## src/rtl/address_generator_w_tiled.sv

```systemverilog
// Weight-buffer tile address generator: WS preload (all lanes together) or OS diagonal skew.
// Optional stall input enabled by defining ADDR_GEN_W_PAUSE_EN.
//
// state | meaning
// IDLE  | waiting for start; outputs cleared
// RUN   | emitting one registered step per cycle
// FIN   | last step on the bus; done pulses on the following cycle
module address_generator_w_tiled #(
    parameter int ADDR_WIDTH = 16,
    parameter int ARRAY_M    = 8,
    parameter int ROW_WIDTH  = 8,
    localparam int CONCAT_ADDR_WIDTH = ADDR_WIDTH * ARRAY_M
) (
    input  logic                         clk,
    input  logic                         reset,
    input  logic                         mode,
    input  logic                         start,
    input  logic [ADDR_WIDTH-1:0]        base_addr,
    input  logic [$clog2(ARRAY_M):0]     num_cols,
    input  logic [ROW_WIDTH-1:0]         num_rows,
    input  logic [ROW_WIDTH-1:0]         row_stride,
    input  logic                         pause,
    output logic                         busy,
    output logic                         done,
    output logic [CONCAT_ADDR_WIDTH-1:0] address,
    output logic [ARRAY_M-1:0]           enable
);

    localparam int COL_W  = $clog2(ARRAY_M) + 1;
    localparam int STEP_W = ROW_WIDTH + COL_W;

    typedef enum logic [1:0] {IDLE, RUN, FIN} state_t;

    state_t                 state_q, state_d;
    logic                   mode_q;
    logic [ADDR_WIDTH-1:0]  base_q;
    logic [COL_W-1:0]       cols_q;
    logic [ROW_WIDTH-1:0]   rows_q;
    logic [ROW_WIDTH-1:0]   stride_q;
    logic [STEP_W-1:0]      t_q;
    logic [STEP_W-1:0]      left_q;
    logic [ADDR_WIDTH-1:0]  row_off_q;
    logic                   done_q;
    logic [CONCAT_ADDR_WIDTH-1:0] address_q, addr_d;
    logic [ARRAY_M-1:0]     enable_q, en_d;
    logic [ADDR_WIDTH-1:0]  lane_val;
    logic [COL_W-1:0]       cols_clamped;
    logic [STEP_W-1:0]      len_m1;
    logic                   zero_tile;
    logic                   stall;

`ifdef ADDR_GEN_W_PAUSE_EN
    assign stall = pause && (state_q == RUN);
`else
    logic unused_pause;
    assign unused_pause = pause;
    assign stall = 1'b0;
`endif

    assign cols_clamped = (num_cols > COL_W'(ARRAY_M)) ? COL_W'(ARRAY_M) : num_cols;
    assign zero_tile    = (num_cols == '0) || (num_rows == '0);
    // Step down-counter preload: L-1 for the tile being latched
    assign len_m1 = mode ? (STEP_W'(num_rows) + STEP_W'(cols_clamped) - STEP_W'(2))
                         : (STEP_W'(num_rows) - STEP_W'(1));

    always_comb begin
        state_d = state_q;
        case (state_q)
            IDLE: if (start) state_d = zero_tile ? FIN : RUN;
            RUN:  if (!stall && (left_q == '0)) state_d = FIN;
            FIN:  state_d = IDLE;
            default: state_d = IDLE;
        endcase
    end

    // row_off_q holds t*stride; OS lanes subtract c*stride to get (t-c)*stride
    always_comb begin
        addr_d   = '0;
        en_d     = '0;
        lane_val = '0;
        for (int c = 0; c < ARRAY_M; c++) begin
            if (COL_W'(c) < cols_q) begin
                lane_val = base_q + row_off_q + ADDR_WIDTH'(c)
                         - (mode_q ? ADDR_WIDTH'(c) * ADDR_WIDTH'(stride_q) : '0);
                if (!mode_q || ((STEP_W'(c) <= t_q) &&
                                (t_q < STEP_W'(c) + STEP_W'(rows_q)))) begin
                    en_d[c] = 1'b1;
                    addr_d[c*ADDR_WIDTH +: ADDR_WIDTH] = lane_val;
                end
            end
        end
    end

    always_ff @(posedge clk or negedge reset) begin
        if (!reset) begin
            state_q   <= IDLE;
            mode_q    <= 1'b0;
            base_q    <= '0;
            cols_q    <= '0;
            rows_q    <= '0;
            stride_q  <= '0;
            t_q       <= '0;
            left_q    <= '0;
            row_off_q <= '0;
            done_q    <= 1'b0;
            address_q <= '0;
            enable_q  <= '0;
        end else begin
            state_q <= state_d;
            done_q  <= (state_q == FIN);
            case (state_q)
                IDLE: begin
                    address_q <= '0;
                    enable_q  <= '0;
                    if (start) begin
                        mode_q    <= mode;
                        base_q    <= base_addr;
                        cols_q    <= cols_clamped;
                        rows_q    <= num_rows;
                        stride_q  <= row_stride;
                        t_q       <= '0;
                        left_q    <= len_m1;
                        row_off_q <= '0;
                    end
                end
                RUN: begin
                    if (stall) begin
                        enable_q <= '0;
                    end else begin
                        address_q <= addr_d;
                        enable_q  <= en_d;
                        t_q       <= t_q + STEP_W'(1);
                        left_q    <= left_q - STEP_W'(1);
                        row_off_q <= row_off_q + ADDR_WIDTH'(stride_q);
                    end
                end
                default: begin
                    address_q <= '0;
                    enable_q  <= '0;
                end
            endcase
        end
    end

    assign busy    = (state_q != IDLE);
    assign done    = done_q;
    assign address = address_q;
    assign enable  = enable_q;

endmodule

```

## config.mk

```make
export PLATFORM = sky130hd
export DESIGN_NAME = address_generator_w_tiled
export DESIGN_NICKNAME = d
export VERILOG_FILES = /design/src/rtl/address_generator_w_tiled.sv
export SDC_FILE = /design/constraint.sdc
export NUM_CORES = 1
export LEC_CHECK = 0
export BUFFER_PORTS_ARGS = -buffer_cell sky130_fd_sc_hd__buf_4
export CAP_MARGIN = 40
export CORE_ASPECT_RATIO = 0.7
export CORE_MARGIN = 2
export CORE_UTILIZATION = 50
export DETAILED_ROUTE_END_ITERATION = 7
export GPL_ROUTABILITY_DRIVEN = 0
export PLACE_DENSITY = 0.68
export SYNTH_ARGS = -nofsm -noshare
export SYNTH_HDL_FRONTEND = slang
export SYNTH_SLANG_ARGS = --single-unit
export TNS_END_PERCENT = 50
```

## constraint.sdc

```tcl
create_clock -name clk -period 8.2 [get_ports clk]
set_input_delay 1.64 -clock clk [delete_from_list [all_inputs] [get_ports clk]]
set_output_delay 1.64 -clock clk [all_outputs]
set_load 0.1 [all_outputs]
```

==> impl_metrics.tcl <==
set metrics [dict create \
    clockBufferDepth 3 \
    wirelength_mm 46.7 \
    antenna_left 0 \
    grt_pass1_wl_mm 73.3 \
    ys_ff_latch 216 \
    wl_met2_mm 19.1 \
    grt_pass1_vias 13600 \
    status "complete, no violations" \
    cts_buffers 22 \
    finalMaxSlewViolations 0 \
    worst_slack_ns 3.29 \
    synth-seq-area-share 0.323 \
    syn_nets 2200 \
    yosysWarnings 0 \
    rsz0062_at_grt "no" \
    final_layout_size_suffix_gt1_frac 0.125 \
    drc 0 \
    htreeDepth 1 \
    design.die.area_mm2 0.0349 \
    cp_common_cell "ha_1" \
    ios 179 \
    synth_cells 1871 \
    syn_area_mm2 0.0167 \
    fin_crit_sh 0.599 \
    cts_hold_buf 0 \
    intPower_mw 1.69 \
    fillerInstances 2850 \
    path_class "flip-flop to flip-flop" \
    cap_violations 0 \
    finalHoldViolCount 0 \
    start_kind "flip-flop" \
    crit_slowest_cell "xor2_1" \
    async_flop_share 1.00 \
    cts_tree "built" \
    routed.top_layer "met4" \
    slew_headroom 0.380 \
    cts_sinks 216 \
    cp_num_buf_inv 2 \
    die_y_um 157 \
    viasPerCell 5.72 \
    area_growth_pct 15.4 \
    final_util 0.591 \
    place_ws_ns 3.42 \
    insertion_delay_ns 0.55 \
    swShare 0.229 \
    ys.flop_type "dfrtp_1" \
    slowest_delay_ns 0.72 \
    dp_hpwl_mm 35.8 \
    hold_path.class "flip-flop to flip-flop" \
    final_cell_mix "ha_1, dfrtp_1, nor2_1, buf_4, nand2_1" \
    setup_viol 0 \
    overflow 0 \
    grt_max_degree 73 \
    rr_worst_depth 15 \
    diodes 0 \
    vias 14200 \
    power_frac_seq 0.486 \
    worstSetupEndpointType "flip-flop" \
    cp.arrival_ns 5.33 \
    cts_resized 0 \
    final_common_cell "ha_1" \
    clock.fmax_ghz 0.204 \
    met3_length_mm 4.18 \
    cp.depth 15 \
    drt_pass1_iterations 5 \
    powerDensity_mw_per_mm2 114 \
    path_cells "ha_1 > inv_1 > fa_1 > xor2_1 > inv_1 > ha_1 > ha_1 > a21o_1 > a21o_1 > a211oi_1 > o21ai_0 > a211oi_1 > o31ai_1 > xnor2_1 > nor2_1" \
    period_minus_slack_ns 4.91 \
    initial_core_util 0.513 \
    wl_per_cell_um 18.9 \
    required_ns 8.62 \
    synth_cell_type_count 69 \
    cp_top_family "compound AO/OA/AOI/OAI gates" \
    clkPwrFrac 0.477 \
    drt_iter0_drc 1247 \
    tightest_slew_ns 0.930 \
    nets 2362 \
    ir_drop_mv 0.108 \
    m1WireLength_mm 22.3 \
    grt_use_total 0.266 \
    hold_depth 1 \
    synth_edf_count 0 \
    critPathMaxFanout 6 \
    core_area_mm2 0.0326 \
    power.leakage_nw 9.71 \
    fin_worst_skew_ns 0.0323 \
    p_comb_frac 0.037 \
    root_buffer "clkbuf_16" \
    portBuffers 177 \
    p_sw_uw 502 \
    rows 55 \
    dieWidth_um 223 \
    cts_setup_buffers 0 \
    antenna_found_initial 1 \
    setup_tns_ns 0 \
    clk_pin_slew_worst_paths_ns 0.06 \
    avgSynthCellArea_um2 8.94 \
]
-- routing by layer --
metal | up-vias | track usage
met3 | 72 | 0.0605
met5 | - | 0
met4 | 0 | 0.0630
met1 | 6751 | 0.391
met2 | 537 | 0.395
li1 | 6806 | -
-- synth_stat cells (all sizes together) (9+ instances only) --
| library cell | count | area share |
|---|---|---|
| ha | 269 | 0.20 |
| dfrtp | 216 | 0.32 |
| nor2 | 210 | 0.047 |
| nand2 | 178 | 0.040 |
| inv | 127 | 0.029 |
| o21ai | 117 | 0.035 |
| a21oi | 115 | 0.035 |
| xnor2 | 97 | 0.051 |
| a21o | 55 | 0.025 |
| xor2 | 55 | 0.029 |
| nand3 | 37 | 0.011 |
| clkbuf | 36 | 0.0081 |
| nor2b | 34 | 0.013 |
| nor3 | 33 | 0.0099 |
| buf | 21 | 0.0067 |
| fa | 19 | 0.023 |
| o31ai | 19 | 0.0085 |
| nand2b | 18 | 0.0072 |
| o21a | 17 | 0.0076 |
| a211oi | 16 | 0.0078 |
| and3 | 14 | 0.0052 |
| o21bai | 14 | 0.0063 |
| and2 | 13 | 0.0049 |
| a31oi | 11 | 0.0041 |
| or3 | 11 | 0.0041 |
| o211ai | 10 | 0.0045 |
| or2 | 9 | 0.0034 |
-- through the flow --
stage	hold slack (ns)	power (mW)	cells	area, um^2
2_1_floorplan	0.443	1.12	1871	16700
3_3_place_gp	0.467	1.16	2431	18500
3_5_place_dp	0.468	1.17	2436	18500
4_1_cts	0.482	2.21	2475	19300
5_1_grt	0.518	2.26	2475	19300
6_report	0.484	2.19	2475	19300
-- power by group through the flow --
stage / clock, mW / sequential (mW) / combinational, mW
after global placement: 0 / 1.09 / 0.0765
after global routing: 1.11 / 1.06 / 0.0907
after CTS: 1.07 / 1.07 / 0.0821
final: 1.05 / 1.07 / 0.0804
after detailed placement: 0 / 1.09 / 0.0817
after floorplan: 0 / 1.09 / 0.0304
-- area by class of cell --
class,instances,area (um^2),share of cell area
Inverter,128,480,0.0249
Sequential cell,216,5410,0.280
Timing Repair Buffer,195,1530,0.0792
Clock buffer,28,603,0.0313
Clock inverter,11,138,0.00714
Multi-Input combinational cell,1470,10600,0.550
Tap cell,427,534,0.0277
-- worst paths after layout --
kind / end / slack, ns / from
worst max-delay path: address[28] / 3.29 / row_off_q[0]
min in group asynchronous: address[117] / 1.06 / reset
worst min register to register: t_q[11] / 0.48 / t_q[11]
max in group asynchronous: row_off_q[5] / 6.03 / reset
worst max register to register: address[28] / 3.29 / row_off_q[0]
worst min-delay path: t_q[11] / 0.48 / t_q[11]
-- worst register-to-register path: stages (launching register included) --
cell	delay, ns
dfrtp_1	0.39
ha_1	0.21
inv_1	0.06
fa_1	0.39
xor2_1	0.72
inv_1	0.36
ha_1	0.43
ha_1	0.30
a21o_1	0.17
a21o_1	0.21
a211oi_1	0.33
o21ai_0	0.21
a211oi_1	0.61
o31ai_1	0.16
xnor2_1	0.17
nor2_1	0.05
-- kinds of logic (layout without fill, tap and decap cells) --
family                     Yosys count  after routing  synth area share
AOI/OAI and AO/OA                  434            434             0.165
buffers and inverters              185            362            0.0435
DFF                                216            216             0.323
and+or+nand+nor                    589            589             0.160
muxes                                7              7           0.00419
xor gates and xnor gates           152            152            0.0801
adders and majority gates          288            288             0.224
-- flip-flops by register name, summed over array words and instances, names as in the netlist --
register / count
mode_q: 1
rows_q: 8
t_q: 12
stride_q: 8
cols_q: 4
base_q: 16
row_off_q: 16
state_q: 2
left_q: 12
enable: 8
done: 1
address: 128
Power figures use the tool's default switching activity.
